## config.mk

```make
export PLATFORM = sky130hd
export DESIGN_NAME = expr_dispatch_flat
export DESIGN_NICKNAME = d
export VERILOG_FILES = /design/src/rtl/expr_dispatch_if.sv /design/src/rtl/expr_dispatch.sv /design/src/flat_wrapper.sv
export SDC_FILE = /design/constraint.sdc
export NUM_CORES = 1
export LEC_CHECK = 0
export ABC_AREA = 1
export CAP_MARGIN = 20
export CORE_MARGIN = 1
export CORE_UTILIZATION = 42
export CTS_CLUSTER_DIAMETER = 120
export DETAILED_ROUTE_END_ITERATION = 8
export HOLD_SLACK_MARGIN = 0.1
export PLACE_DENSITY = 0.76
export SYNTH_ARGS = -nofsm -noshare
export SYNTH_HDL_FRONTEND = slang
export SYNTH_SLANG_ARGS = --single-unit
```

## constraint.sdc

```tcl
create_clock -name clk -period 1.32 [get_ports clk]
set_input_delay 0.264 -clock clk [delete_from_list [all_inputs] [get_ports clk]]
set_output_delay 0.264 -clock clk [all_outputs]
set_load 0.05 [all_outputs]
```

## src/rtl/expr_dispatch_if.sv

```systemverilog
// Token, stack-strobe and calculation-controller signals of the expression dispatcher.
// The dispatcher is the slave; the upstream/stack/controller side is the master.
interface expr_dispatch_if #(
  parameter int unsigned W = 16
);
  logic         tok_valid;
  logic         tok_ready;
  logic [2:0]   tok_type;
  logic [W-1:0] tok_val;
  logic         num_push;
  logic [W-1:0] num_data;
  logic         op_push;
  logic [2:0]   op_data;
  logic         op_discard;
  logic [2:0]   op_top;
  logic         op_empty;
  logic         cal_start;
  logic         cal_complete;
  logic         expr_done;
  logic         expr_err;

  modport slave (
    input  tok_valid, tok_type, tok_val, op_top, op_empty, cal_complete,
    output tok_ready, num_push, num_data, op_push, op_data, op_discard,
           cal_start, expr_done, expr_err
  );

  modport master (
    output tok_valid, tok_type, tok_val, op_top, op_empty, cal_complete,
    input  tok_ready, num_push, num_data, op_push, op_data, op_discard,
           cal_start, expr_done, expr_err
  );
endinterface

```

## src/rtl/expr_dispatch.sv

```systemverilog
// Infix token front end: pushes operands/operators and schedules reductions on the
// calculation controller using operator precedence and parentheses.
module expr_dispatch #(
  parameter int unsigned W       = 16,
  parameter int unsigned CNT_W   = 5,
  parameter int unsigned TIMEOUT = 15
) (
  input  logic           clk,
  input  logic           reset,
  expr_dispatch_if.slave bus
);

  typedef enum logic [2:0] {
    T_NUM  = 3'd0,
    T_ADD  = 3'd1,
    T_SUB  = 3'd2,
    T_MUL  = 3'd3,
    T_DIV  = 3'd4,
    T_LPAR = 3'd5,
    T_RPAR = 3'd6,
    T_END  = 3'd7
  } tok_e;

  typedef enum logic [2:0] {
    S_ACCEPT,
    S_DECIDE,
    S_REDUCE,
    S_WAIT,
    S_DONE,
    S_ERR
  } state_e;

  localparam int unsigned     TMR_W    = $clog2(TIMEOUT + 1);
  // Leaving WAIT on the cycle the timer would reach TIMEOUT puts ERR TIMEOUT+1 cycles after cal_start.
  localparam logic [TMR_W-1:0] TMR_LAST = TMR_W'(TIMEOUT - 1);

  state_e             state_q, state_d;
  tok_e               tok_type_q, tok_type_d;
  logic [W-1:0]       tok_val_q, tok_val_d;
  logic [CNT_W-1:0]   cnt_q, cnt_d;
  logic [TMR_W-1:0]   tmr_q, tmr_d;
  logic               reduce_op;

  function automatic logic prec_hi(input logic [2:0] t);
    return (t == T_MUL) || (t == T_DIV);
  endfunction

  // prec(top) >= prec(tok): a high-precedence top always wins, a low one only against low.
  assign reduce_op = !bus.op_empty && (bus.op_top != T_LPAR) &&
                     (prec_hi(bus.op_top) || !prec_hi(tok_type_q));

  always_ff @(posedge clk) begin
    if (reset) begin
      state_q    <= S_ACCEPT;
      tok_type_q <= T_NUM;
      tok_val_q  <= '0;
      cnt_q      <= '0;
      tmr_q      <= '0;
    end else begin
      state_q    <= state_d;
      tok_type_q <= tok_type_d;
      tok_val_q  <= tok_val_d;
      cnt_q      <= cnt_d;
      tmr_q      <= tmr_d;
    end
  end

  assign bus.num_data = tok_val_q;
  assign bus.op_data  = tok_type_q;

  always_comb begin
    state_d        = state_q;
    tok_type_d     = tok_type_q;
    tok_val_d      = tok_val_q;
    cnt_d          = cnt_q;
    tmr_d          = tmr_q;
    bus.tok_ready  = 1'b0;
    bus.num_push   = 1'b0;
    bus.op_push    = 1'b0;
    bus.op_discard = 1'b0;
    bus.cal_start  = 1'b0;
    bus.expr_done  = 1'b0;
    bus.expr_err   = 1'b0;

    unique case (state_q)
      S_ACCEPT: begin
        bus.tok_ready = !reset;
        if (bus.tok_valid) begin
          tok_type_d = tok_e'(bus.tok_type);
          tok_val_d  = bus.tok_val;
          state_d    = S_DECIDE;
        end
      end

      S_DECIDE: begin
        unique case (tok_type_q)
          T_NUM: begin
            bus.num_push = 1'b1;
            cnt_d        = cnt_q + 1'b1;
            state_d      = S_ACCEPT;
          end
          T_LPAR: begin
            bus.op_push = 1'b1;
            state_d     = S_ACCEPT;
          end
          T_ADD, T_SUB, T_MUL, T_DIV: begin
            if (reduce_op) begin
              state_d = S_REDUCE;
            end else begin
              bus.op_push = 1'b1;
              state_d     = S_ACCEPT;
            end
          end
          T_RPAR: begin
            if (bus.op_empty) begin
              state_d = S_ERR;
            end else if (bus.op_top == T_LPAR) begin
              bus.op_discard = 1'b1;
              state_d        = S_ACCEPT;
            end else begin
              state_d = S_REDUCE;
            end
          end
          T_END: begin
            if (!bus.op_empty && bus.op_top == T_LPAR) begin
              state_d = S_ERR;
            end else if (bus.op_empty) begin
              state_d = (cnt_q == CNT_W'(1)) ? S_DONE : S_ERR;
            end else begin
              state_d = S_REDUCE;
            end
          end
          default: state_d = S_ERR;
        endcase
      end

      S_REDUCE: begin
        if (cnt_q < CNT_W'(2)) begin
          state_d = S_ERR;
        end else begin
          bus.cal_start = 1'b1;
          cnt_d         = cnt_q - 1'b1;
          tmr_d         = '0;
          state_d       = S_WAIT;
        end
      end

      S_WAIT: begin
        if (bus.cal_complete) begin
          state_d = S_DECIDE;
        end else begin
          tmr_d = tmr_q + 1'b1;
          if (tmr_q == TMR_LAST) begin
            state_d = S_ERR;
          end
        end
      end

      S_DONE: begin
        bus.expr_done = 1'b1;
        cnt_d         = '0;
        state_d       = S_ACCEPT;
      end

      S_ERR: begin
        bus.expr_err = 1'b1;
      end

      default: state_d = S_ACCEPT;
    endcase
  end

endmodule
```

## src/flat_wrapper.sv

```systemverilog
// flat-port wrapper written by rule: the top's interface ports become plain ports
module expr_dispatch_flat 
#(
  parameter int unsigned W       = 16,
  parameter int unsigned CNT_W   = 5,
  parameter int unsigned TIMEOUT = 15
)
  (clk, reset, bus_tok_valid, bus_tok_type, bus_tok_val, bus_op_top, bus_op_empty, bus_cal_complete, bus_tok_ready, bus_num_push, bus_num_data, bus_op_push, bus_op_data, bus_op_discard, bus_cal_start, bus_expr_done, bus_expr_err);
  expr_dispatch_if #(.W(W)) bus_i ();
  input  logic clk;
  input  logic reset;
  input wire logic [$bits(bus_i.tok_valid)-1:0] bus_tok_valid;
  input wire logic [$bits(bus_i.tok_type)-1:0] bus_tok_type;
  input wire logic [$bits(bus_i.tok_val)-1:0] bus_tok_val;
  input wire logic [$bits(bus_i.op_top)-1:0] bus_op_top;
  input wire logic [$bits(bus_i.op_empty)-1:0] bus_op_empty;
  input wire logic [$bits(bus_i.cal_complete)-1:0] bus_cal_complete;
  output wire logic [$bits(bus_i.tok_ready)-1:0] bus_tok_ready;
  output wire logic [$bits(bus_i.num_push)-1:0] bus_num_push;
  output wire logic [$bits(bus_i.num_data)-1:0] bus_num_data;
  output wire logic [$bits(bus_i.op_push)-1:0] bus_op_push;
  output wire logic [$bits(bus_i.op_data)-1:0] bus_op_data;
  output wire logic [$bits(bus_i.op_discard)-1:0] bus_op_discard;
  output wire logic [$bits(bus_i.cal_start)-1:0] bus_cal_start;
  output wire logic [$bits(bus_i.expr_done)-1:0] bus_expr_done;
  output wire logic [$bits(bus_i.expr_err)-1:0] bus_expr_err;
  assign bus_i.tok_valid = bus_tok_valid;
  assign bus_i.tok_type = bus_tok_type;
  assign bus_i.tok_val = bus_tok_val;
  assign bus_i.op_top = bus_op_top;
  assign bus_i.op_empty = bus_op_empty;
  assign bus_i.cal_complete = bus_cal_complete;
  assign bus_tok_ready = bus_i.tok_ready;
  assign bus_num_push = bus_i.num_push;
  assign bus_num_data = bus_i.num_data;
  assign bus_op_push = bus_i.op_push;
  assign bus_op_data = bus_i.op_data;
  assign bus_op_discard = bus_i.op_discard;
  assign bus_cal_start = bus_i.cal_start;
  assign bus_expr_done = bus_i.expr_done;
  assign bus_expr_err = bus_i.expr_err;
  expr_dispatch #(.W(W), .CNT_W(CNT_W), .TIMEOUT(TIMEOUT)) u_core (.clk(clk), .reset(reset), .bus(bus_i));
endmodule
```

==> qor.txt <==
initial core utilization: 44.8%
Hold Crit Start: u_core.cnt_q[0]$_SDFFE_PP0P_
Reg clk slew, reported paths: 90 ps
critical path class: reg -> out
I/O Buffers: 52
pre-CTS setup slack: -445 ps
largest net degree at the start of global routing: 18
die width: 65.2 µm
Netlist cell types: 28
Residual DRC: 0
gpl congestion: 0.829
P_leak: 1.57 nW
share of cells above drive strength 1: 54.5%
hold_buf cts: 0
startpoint types: flip-flop
Critical Path AT: 1520 ps
most frequent cells in the layout: buf_4 (38), buf_12 (27)
Via density: 6.07
Seq cells post-synth: 31
worst rel slew slack: 74.4%
met1 Usage GRT: 29.7%
Post-synth top flop: dfxtp_1
clk_skew: 17.7 ps
critical path's largest stage delay: 370 ps
grt ovf: 0
unrepaired setup endpoints after global routing: yes
Comb pwr share: 45.1%
area fraction of the dominant cell type after synthesis: 37.0%
initial antenna violation count: 0
Post-synth EDFFs: 0
Post-Layout Inst Area: 3510 µm²
Area Overhead vs Synth: 109%
vias: 2397
Ports: 53
Internal: 2.17 mW
synth warn: 0
Post-synth ARST share: 0%
Core Area: 3740 µm²
busiest grt layer: met2
total track usage: 28.8%
R2R Path Start: u_core.state_q[1]$_SDFFE_PP0P_
critical-path cell list: nor2_4 > nor2_1 > nor2_1 > nand2_1 > nand3_2 > nand2_2 > a21oi_4 > buf_12
CP Launch Point: u_core.bus.op_data[0]$_SDFFE_PP0P_
num rows: 22
Max Fclk: 560 MHz
synth top area cells: dfxtp_1 (37%), nand2_1 (11%), a21oi_1 (9.2%)
Pre-antenna DRT Iters: 5
htree depth: 2
CTS Buf Count: 5
synthesized cell area: 1680 µm²
worst hold path class: reg -> reg
failing checks: negative setup slack
crit-path most repeated cell: nor2_1
final worst slack: -467 ps
Slowest-stage cell, CP: dfxtp_4
Routed WL per cell: 22.1 µm
diode count: 0
max-cap viol count: 0
clock tree buffer depth: 2
clock sink total: 31
final hold viol count: 0
Final Setup Violations: 38
vias in the first global route: 2130
DR iter-0 viols: 257
Synth area leader: dfxtp_1
P per Cell Area: 1010 nW/µm²
final net count: 378
CTS tree: yes
clock root buffer master: clkbuf_8
Synth Net Count: 274
Max Fanout on Critical Path: 3
crit-path leading delay family: simple AND/OR/NAND/NOR gates
sequential share of the synthesized area: 37.0%
CP endpoint kind: primary output
DRT antenna net count: 0
status: finished, violations left
Die Span Y: 65.2 µm
Pins Over Slew Limit: 0
switching share of power: 38.6%
WP buf/inv: 1
aggregate routed wire length: 8750 µm
Die Area: 4250 µm²
first-pass GRT wire length: 9340 µm
Sequential Power Share: 31.9%
met3 Usage GRT: 10.6%
P_sw: 1.37 mW
Placed Area: 2780 µm²
WP data required: 1060 ps
met2 GRT Util: 50.6%
worst slew pin tran: 383 ps
post-DP HPWL: 3600 µm
Cells after Synth: 242
clock latency on the worst-skew pair: 300 ps
Worst VDD drop: 1.15 mV
syn_area_per_cell: 6.93 µm²
clock share of power: 23.0%
most common cell after layout, fill and taps aside: buf_4
shortest period the worst path allows: 1790 ps
period utilisation layout: 135%
routing by layer:
metal	wire, µm	part of all wire, %
met1	3150	36
met2	4230	48
met3	860	9.8
met4	506	5.8
met5	0	0
power groups by stage:
stage	combinational, mW	clock [mW]	sequential, mW
4_1_cts	1.26	0.788	1.09
3_5_place_dp	1.12	0	1.11
2_1_floorplan	0.436	0	1.25
3_3_place_gp	1.09	0	1.10
6_report	1.59	0.814	1.13
5_1_grt	1.64	0.849	1.13
metrics by stage:
stage	cells	power [mW]	setup TNS, ps	hold slack [ps]	util, %
final	395	3.54	-7060	518	93.7
after global routing	395	3.62	-8200	527	93.7
after global placement	364	2.20	-1880	480	74.2
after CTS	385	3.14	-2360	493	82.4
after floorplan	242	1.69	-287	333	-
after detailed placement	364	2.23	-2710	487	74.2
worst paths after layout:
check	end	slack (ps)	depth (start not counted)
worst max register to register	u_core.cnt_q[2]$_SDFFE_PP0P_	-420	7
worst min-delay path	u_core.cnt_q[0]$_SDFFE_PP0P_	520	2
worst min register to register	u_core.cnt_q[0]$_SDFFE_PP0P_	520	2
worst max-delay path	bus_op_push	-470	8
synth_stat cells (4+ instances only):
cell,number
nand2_2,4
nor3_1,4
clkbuf_1,4
o21ai_0,9
nand3_1,30
o22ai_1,4
inv_1,27
a21oi_1,31
nand2_1,49
dfxtp_1,31
ha_1,5
nor2_1,18
registers in the layout, indices dropped and copies added (netlist names):
register,flops
u_core.bus.num_data,16
u_core.cnt_q,5
u_core.tmr_q,4
u_core.bus.op_data,3
u_core.state_q,3
what timing repair did:
item | 4_1_cts | 5_1_grt
gates cloned | 0 | 2
setup buffers | 15 | 10
endpoints found under the setup margin | 30 | 38
resized for setup | 45 | 88
pin swaps | 23 | 20
layout make-up:
class | instances | area, µm²
clock buffer | 7 | 86.3
tap | 48 | 60.1
sequential | 31 | 643
fill | 121 | 235
clock inverter | 1 | 5.00
inverter | 30 | 129
multi-input combinational | 172 | 1300
timing repair buffer | 106 | 1290
tightest hold or removal path, delay by kind of cell, from the launching register on:
family / cells / cell delay, ps
compound gates: 1 / 40
simple gates: 1 / 80
flops: 1 / 350
cells by family after synthesis:
group	after synthesis	share of synthesized area, %
AND/OR/NAND/NOR	117	32.7
AO/OA/AOI/OAI	46	14.7
buffers and inverters	39	9.77
flip-flops	31	37.0
adder cells (fa/ha/maj)	5	3.73
XOR/XNOR	4	2.09
Note: power is estimated with default switching activity, not from simulation.
